<file path="config.mk">
export PLATFORM = sky130hd
export DESIGN_NAME = pc_sequencer_flat
export DESIGN_NICKNAME = d
export VERILOG_FILES = /design/src/rtl/pc_sequencer_if.sv /design/src/rtl/pc_sequencer.sv /design/src/flat_wrapper.sv
export SDC_FILE = /design/constraint.sdc
export NUM_CORES = 1
export LEC_CHECK = 0
export ABC_AREA = 1
export BUFFER_PORTS_ARGS = -buffer_cell sky130_fd_sc_hd__buf_2
export CORE_MARGIN = 2
export CORE_UTILIZATION = 40
export CTS_CLUSTER_SIZE = 12
export DETAILED_ROUTE_END_ITERATION = 8
export PLACE_DENSITY = 0.66
export SYNTH_ARGS = -nofsm -noshare
export SYNTH_HDL_FRONTEND = slang
export SYNTH_SLANG_ARGS = --single-unit
export TNS_END_PERCENT = 10
</file>
<file path="constraint.sdc">
create_clock -name clk -period 2.4 [get_ports clk]
set_input_delay 0.12 -clock clk [delete_from_list [all_inputs] [get_ports clk]]
set_output_delay 0.12 -clock clk [all_outputs]
set_load 0.005 [all_outputs]
</file>
<file path="src/rtl/pc_sequencer_if.sv">
// Fetch-sequencer bundle: control inputs, instruction-memory port and datapath hand-off.
interface pc_sequencer_if;
  logic        stall;
  logic        redirect_valid;
  logic [31:0] redirect_target;
  logic        trap;
  logic        imem_req;
  logic [31:0] imem_addr;
  logic        imem_gnt;
  logic        imem_rvalid;
  logic [31:0] imem_rdata;
  logic        instr_valid;
  logic [31:0] instr;
  logic [31:0] instr_pc;
  logic        instr_ready;
  logic [31:0] PC;
  logic [31:0] PC_next;
  logic        misaligned;

  modport master (
    input  stall, redirect_valid, redirect_target, trap,
           imem_gnt, imem_rvalid, imem_rdata, instr_ready,
    output imem_req, imem_addr, instr_valid, instr, instr_pc,
           PC, PC_next, misaligned
  );

  modport slave (
    output stall, redirect_valid, redirect_target, trap,
           imem_gnt, imem_rvalid, imem_rdata, instr_ready,
    input  imem_req, imem_addr, instr_valid, instr, instr_pc,
           PC, PC_next, misaligned
  );
endinterface

</file>
<file path="src/rtl/pc_sequencer.sv">
// PC sequencer: one outstanding fetch at a time, holds the instruction until the
// datapath consumes it; traps/redirects seen mid-fetch are deferred to data return.
module pc_sequencer #(
  parameter logic [31:0] RESET_VEC = 32'h0000_0000,
  parameter logic [31:0] TRAP_VEC  = 32'h0000_0100
) (
  input  logic           clk,
  input  logic           rst,
  pc_sequencer_if.master bus
);
  typedef enum logic [1:0] {IDLE, REQ, WAIT, HOLD} state_t;

  state_t      r_state, w_state_nxt;
  logic [31:0] r_pc, r_instr, r_instr_pc, r_pend_tgt;
  logic        r_pend_vld, r_pend_mis, r_misaligned;

  logic [31:0] w_pc_next, w_pc_d, w_instr_d, w_instr_pc_d, w_pend_tgt_d;
  logic        w_pend_vld_d, w_pend_mis_d, w_mis_d;
  logic        w_evt, w_redir_mis, w_evt_mis;

  assign w_evt       = bus.trap | bus.redirect_valid;
  assign w_redir_mis = bus.redirect_valid & (bus.redirect_target[1:0] != 2'b00);
  // A misaligned redirect only reports when it is not masked by a real trap.
  assign w_evt_mis   = ~bus.trap & w_redir_mis;

  always_comb begin
    if (bus.trap || w_redir_mis)  w_pc_next = TRAP_VEC;
    else if (bus.redirect_valid)  w_pc_next = bus.redirect_target;
    else                          w_pc_next = r_pc + 32'd4;
  end

  always_comb begin
    w_state_nxt  = r_state;
    w_pc_d       = r_pc;
    w_instr_d    = r_instr;
    w_instr_pc_d = r_instr_pc;
    w_pend_vld_d = r_pend_vld;
    w_pend_tgt_d = r_pend_tgt;
    w_pend_mis_d = r_pend_mis;
    w_mis_d      = 1'b0;
    unique case (r_state)
      IDLE: w_state_nxt = REQ;
      REQ: begin
        if (bus.imem_gnt) begin
          w_state_nxt  = WAIT;
          w_pend_vld_d = w_evt;
          w_pend_tgt_d = w_pc_next;
          w_pend_mis_d = w_evt_mis;
        end else if (w_evt) begin
          w_pc_d  = w_pc_next;
          w_mis_d = w_evt_mis;
        end
      end
      WAIT: begin
        if (w_evt) begin
          w_pend_vld_d = 1'b1;
          w_pend_tgt_d = w_pc_next;
          w_pend_mis_d = w_evt_mis;
        end
        if (bus.imem_rvalid) begin
          if (w_evt || r_pend_vld) begin
            // Returned data belongs to the abandoned path; refetch from the target.
            w_state_nxt  = REQ;
            w_pc_d       = w_evt ? w_pc_next : r_pend_tgt;
            w_mis_d      = w_evt ? w_evt_mis : r_pend_mis;
            w_pend_vld_d = 1'b0;
          end else begin
            w_state_nxt  = HOLD;
            w_instr_d    = bus.imem_rdata;
            w_instr_pc_d = r_pc;
          end
        end
      end
      HOLD: begin
        if (w_evt || (bus.instr_ready && !bus.stall)) begin
          w_state_nxt = REQ;
          w_pc_d      = w_pc_next;
          w_mis_d     = w_evt_mis;
        end
      end
      default: w_state_nxt = IDLE;
    endcase
  end

  always_ff @(posedge clk or negedge rst) begin
    if (!rst) begin
      r_state      <= IDLE;
      r_pc         <= RESET_VEC;
      r_instr      <= 32'd0;
      r_instr_pc   <= 32'd0;
      r_pend_vld   <= 1'b0;
      r_pend_tgt   <= 32'd0;
      r_pend_mis   <= 1'b0;
      r_misaligned <= 1'b0;
    end else begin
      r_state      <= w_state_nxt;
      r_pc         <= w_pc_d;
      r_instr      <= w_instr_d;
      r_instr_pc   <= w_instr_pc_d;
      r_pend_vld   <= w_pend_vld_d;
      r_pend_tgt   <= w_pend_tgt_d;
      r_pend_mis   <= w_pend_mis_d;
      r_misaligned <= w_mis_d;
    end
  end

  assign bus.imem_req    = (r_state == REQ);
  assign bus.imem_addr   = r_pc;
  assign bus.instr_valid = (r_state == HOLD);
  assign bus.instr       = r_instr;
  assign bus.instr_pc    = r_instr_pc;
  assign bus.PC          = r_pc;
  assign bus.PC_next     = w_pc_next;
  assign bus.misaligned  = r_misaligned;
endmodule
</file>
<file path="src/flat_wrapper.sv">
// flat-port wrapper written by rule: the top's interface ports become plain ports
module pc_sequencer_flat 
#(
  parameter logic [31:0] RESET_VEC = 32'h0000_0000,
  parameter logic [31:0] TRAP_VEC  = 32'h0000_0100
)
  (clk, rst, bus_stall, bus_redirect_valid, bus_redirect_target, bus_trap, bus_imem_gnt, bus_imem_rvalid, bus_imem_rdata, bus_instr_ready, bus_imem_req, bus_imem_addr, bus_instr_valid, bus_instr, bus_instr_pc, bus_PC, bus_PC_next, bus_misaligned);
  pc_sequencer_if bus_i ();
  input  logic clk;
  input  logic rst;
  input wire logic [$bits(bus_i.stall)-1:0] bus_stall;
  input wire logic [$bits(bus_i.redirect_valid)-1:0] bus_redirect_valid;
  input wire logic [$bits(bus_i.redirect_target)-1:0] bus_redirect_target;
  input wire logic [$bits(bus_i.trap)-1:0] bus_trap;
  input wire logic [$bits(bus_i.imem_gnt)-1:0] bus_imem_gnt;
  input wire logic [$bits(bus_i.imem_rvalid)-1:0] bus_imem_rvalid;
  input wire logic [$bits(bus_i.imem_rdata)-1:0] bus_imem_rdata;
  input wire logic [$bits(bus_i.instr_ready)-1:0] bus_instr_ready;
  output wire logic [$bits(bus_i.imem_req)-1:0] bus_imem_req;
  output wire logic [$bits(bus_i.imem_addr)-1:0] bus_imem_addr;
  output wire logic [$bits(bus_i.instr_valid)-1:0] bus_instr_valid;
  output wire logic [$bits(bus_i.instr)-1:0] bus_instr;
  output wire logic [$bits(bus_i.instr_pc)-1:0] bus_instr_pc;
  output wire logic [$bits(bus_i.PC)-1:0] bus_PC;
  output wire logic [$bits(bus_i.PC_next)-1:0] bus_PC_next;
  output wire logic [$bits(bus_i.misaligned)-1:0] bus_misaligned;
  assign bus_i.stall = bus_stall;
  assign bus_i.redirect_valid = bus_redirect_valid;
  assign bus_i.redirect_target = bus_redirect_target;
  assign bus_i.trap = bus_trap;
  assign bus_i.imem_gnt = bus_imem_gnt;
  assign bus_i.imem_rvalid = bus_imem_rvalid;
  assign bus_i.imem_rdata = bus_imem_rdata;
  assign bus_i.instr_ready = bus_instr_ready;
  assign bus_imem_req = bus_i.imem_req;
  assign bus_imem_addr = bus_i.imem_addr;
  assign bus_instr_valid = bus_i.instr_valid;
  assign bus_instr = bus_i.instr;
  assign bus_instr_pc = bus_i.instr_pc;
  assign bus_PC = bus_i.PC;
  assign bus_PC_next = bus_i.PC_next;
  assign bus_misaligned = bus_i.misaligned;
  pc_sequencer #(.RESET_VEC(RESET_VEC), .TRAP_VEC(TRAP_VEC)) u_core (.clk(clk), .rst(rst), .bus(bus_i));
endmodule
</file>
==> qor.csv <==
stage,metric,value,unit
critical_path,Max stage delay on crit path,490,ps
logic_synthesis,mux cell area share after synthesis,5.28,%
power,Seq pwr share,37.1,%
detailed_routing,drc violations,0,
logic_synthesis,Yosys warning total,0,
detailed_routing,Via Count,6805,
sta,Final Hold Viols,0,
power,Pwr Density,1160,nW/um^2
power,Sw Share,40.5,%
power,P_sw,0.00431,W
sta,RSZ-0062 raised after global routing,yes,
detailed_routing,post-DR wirelength/cell,16.4,um
logic_synthesis,Mean Syn Cell Area,8.00,sq um
place,DP Worst Slack,273,ps
clock_tree,Clock Root Buffer,clkbuf_16,
power,"Power, Total",0.0106,W
layout,Final Net Count,1201,
sta,Max-slew headroom,53.2,%
sta,Least-Margin Pin Slew,701,ps
critical_path,Critical Path Most Common Cell,nand2_1,
clock_tree,Worst-Skew Late Latency,420,ps
detailed_routing,DR iter-0 viols,555,
floorplanning,Ports,235,
logic_synthesis,Syn Nets,959,
detailed_routing,Vias/cell,5.00,
sta,final setup vio count,0,
global_routing,GRT Overall Usage,24.2,%
critical_path,Worst Path Max Fanout,7,
place,RD Place Congestion,1.01,
clock_tree,CTS tree,yes,
power,LEAKAGE,4.89,nW
critical_path,Bufs and invs on worst path,2,
logic_synthesis,sequential element share of the synthesized area,47.2,%
power,combinational share of power,39.6,%
detailed_routing,Routed Antenna Nets,0,
min_path,worst min-delay path class,in -> reg,
layout,area delta synth->final,30.7,%
logic_synthesis,Yosys cell types,36,
logic_synthesis,"flops & latches, synth",133,
floorplanning,Die Area,18700,sq um
detailed_routing,routed wire length,22200,um
sta,Fin Setup TNS,0,ps
critical_path,CP Cell Sequence,nand2_1 > nor2_1 > nand2_1 > nor2_2 > nand2_1 > nand2_1 > nand3_1 > nand2_1 > inv_1 > buf_2,
logic_synthesis,Adder-Cell Fraction of Synth Area,1.07,%
place,Final HPWL DP,16500,um
layout,Final Util,53.4,%
clock_tree,total CTS buffers,17,
sta,final worst slack,95.7,ps
critical_path,Setup crit end kind,output pin,
sta,Max Freq,434,MHz
critical_path,Critical Path RT,2280,ps
sta,fin. max-slew vios,0,
critical_path,CP arrival,2180,ps
clock_tree,clock sink count,133,
sta,final clock skew,7.99,ps
logic_synthesis,Mapped Cells,881,
layout,"non-filler cells, final",1360,
critical_path,Worst path slowest cell,dfrtp_2,
global_routing,largest net degree at the start of global routing,75,
power,VDD IR-drop max,0.627,mV
floorplanning,Starting Density,40.9,%
global_routing,first-pass GRT wire length,34200,um
detailed_routing,1st-pass router iterations,5,
power,internal power,0.00633,W
layout,diodes inserted,0,
clock_tree,CTS Buffer Depth,2,
logic_synthesis,largest family of logic cells by synthesized area,simple AND/OR/NAND/NOR gates,
global_routing,grt total ovfl,0,
critical_path,Top delay family on crit path,simple AND/OR/NAND/NOR gates,
run_status,outcome,"complete, no violations",
critical_path,CP startpoint kind,register,
sta,period utilization,96.0,%
global_routing,number of global-route vias before repair,6276,
place,placed insts,1291,
layout,share of layout cells above drive strength 1,31.6,%
logic_synthesis,post-synthesis simple-gate area fraction,23.9,%
floorplanning,row cnt,48,
power,clock power share,23.3,%
floorplanning,core region area,17200,sq um
sta,"Min Clock Period, post-route",2300,ps
floorplanning,Die Y-Extent,137,um
logic_synthesis,post-synthesis xor/xnor area fraction,0.497,%
critical_path,Crit Path Class,reg -> out,
clock_tree,H-Tree Depth,4,
logic_synthesis,Synth Area in Compound Gates,11.6,%
logic_synthesis,mapped cell area,7040,sq um
place,Port Buffers,234,
run,max-cap violations,0,
floorplanning,die width,137,um
global_routing,initial antenna violation count,0,
clock_tree,Worst-path clk slew,60,ps
timing repair:
action                     CTS  global route
hold buffers                34             0
setup buffers                0             4
hold endpoints to repair   105             0
resized for setup            5            12
setup endpoints to repair    9            12
worst reg2reg max path: stages (launching register included):
cell and delay [ps]:
dfrtp_1 410, inv_1 90, ha_1 240, inv_2 150, nor2_1 70, nor2_1 170
nand4_4 120, inv_2 390, o211ai_1 150, o21ai_0 110
final timing paths:
path | start | to | slack [ps] | cells past startpoint
max | u_core.bus.PC[11] | bus_PC_next[30] | 100 | 10
min | bus_redirect_target[31] | u_core.r_pend_tgt[31] | 110 | 5
max reg2reg | u_core.r_state[0] | u_core.bus.PC[3] | 400 | 9
min reg2reg | u_core.bus.instr_pc[19] | u_core.bus.instr_pc[19] | 480 | 2
max in group asynchronous | rst | u_core.bus.instr_pc[12] | 1350 | 3
min in group asynchronous | rst | u_core.bus.instr[0] | 280 | 2
cells in the final DEF (no fill, tap or decap), drive strengths merged, types with 6 or more instances in the layout:
| cell | netlist | routed |
|---|---|---|
| clkbuf | 7 | 20 |
| clkinvlp | 0 | 6 |
| inv | 79 | 80 |
| ha | 6 | 6 |
| a21oi | 54 | 54 |
| nand2 | 228 | 228 |
| mux2 | 33 | 33 |
| dlygate4sd3 | 0 | 34 |
| o21ai | 82 | 82 |
| a22oi | 9 | 9 |
| nor2 | 115 | 115 |
| dfrtp | 133 | 133 |
| nand3 | 58 | 58 |
| buf | 61 | 257 |
registers in the layout, summed over array words and instances, names as in the netlist:
name	cells
u_core.bus.PC	32
u_core.bus.instr	32
u_core.bus.instr_pc	32
u_core.r_state	2
u_core.r_pend_mis	1
u_core.bus.misaligned	1
u_core.r_pend_vld	1
u_core.r_pend_tgt	32
Yosys cell counts:
| library cell | count | area share (%) |
|---|---|---|
| nand2_1 | 224 | 12 |
| dfrtp_1 | 133 | 47 |
| nor2_1 | 108 | 5.8 |
| o21ai_0 | 73 | 5.2 |
| inv_1 | 72 | 3.8 |
| nand3_1 | 58 | 4.1 |
| a21oi_1 | 53 | 3.8 |
| buf_4 | 35 | 3.7 |
| mux2_2 | 33 | 5.3 |
| buf_2 | 19 | 1.3 |
| a22oi_1 | 9 | 0.96 |
| o21ai_1 | 8 | 0.57 |
| ha_1 | 6 | 1.1 |
| inv_2 | 6 | 0.32 |
| nor2_2 | 6 | 0.53 |
| buf_1 | 4 | 0.21 |
| clkbuf_1 | 4 | 0.21 |
| buf_6 | 3 | 0.48 |
| clkbuf_2 | 3 | 0.21 |
| o211ai_1 | 3 | 0.32 |
| xor2_1 | 3 | 0.37 |
| nand2_2 | 2 | 0.18 |
| nand3b_1 | 2 | 0.21 |
| o22ai_1 | 2 | 0.18 |
| a21oi_2 | 1 | 0.12 |
| a31oi_1 | 1 | 0.089 |
| a31oi_2 | 1 | 0.18 |
| inv_4 | 1 | 0.089 |
| nand2_4 | 1 | 0.16 |
| nand2_8 | 1 | 0.28 |
| nand4_1 | 1 | 0.089 |
| nand4_4 | 1 | 0.30 |
| nor2_8 | 1 | 0.28 |
| o21ai_2 | 1 | 0.12 |
| o32ai_1 | 1 | 0.12 |
| xnor2_1 | 1 | 0.12 |
through the flow:
step	area, sq um	hold WS [ps]
floorplan	7040	-176
CTS	9150	92.9
global placement	8230	186
finish	9200	112
global route	9200	115
detailed placement	8230	188
per-layer routing:
metal / wire length (um) / GRT usage, %
met5: 0 / 0
met4: 701 / 10.6
met3: 1400 / 4.78
met2: 10100 / 37.3
met1: 10000 / 33.1
power by group through the flow:
stage	Combinational, W	Sequential, W	Clock (W)
final	0.00422	0.00395	0.00248
after global routing	0.00474	0.00405	0.00262
after CTS	0.00417	0.00393	0.00252
after detailed placement	0.00411	0.00396	0
after global placement	0.00403	0.00394	0
after floorplan	0.00270	0.00379	0
logic make-up (layout without fill, tap and decap cells):
family	Yosys count	after routing
simple gates	405	405
compound gates	153	153
buf+inv	147	401
flops	133	133
mux	33	33
fa+ha+maj	6	6
xor+xnor	4	4
final cells by class:
class,count,area (sq um)
fillers,1657,8030
repair buffers,291,1700
clock inverters,11,103
well taps,225,282
clock buffers,20,467
inverters,79,299
multi-input cells,601,3010
flip-flops and latches,133,3340
(Power assumes the default switching activity.)
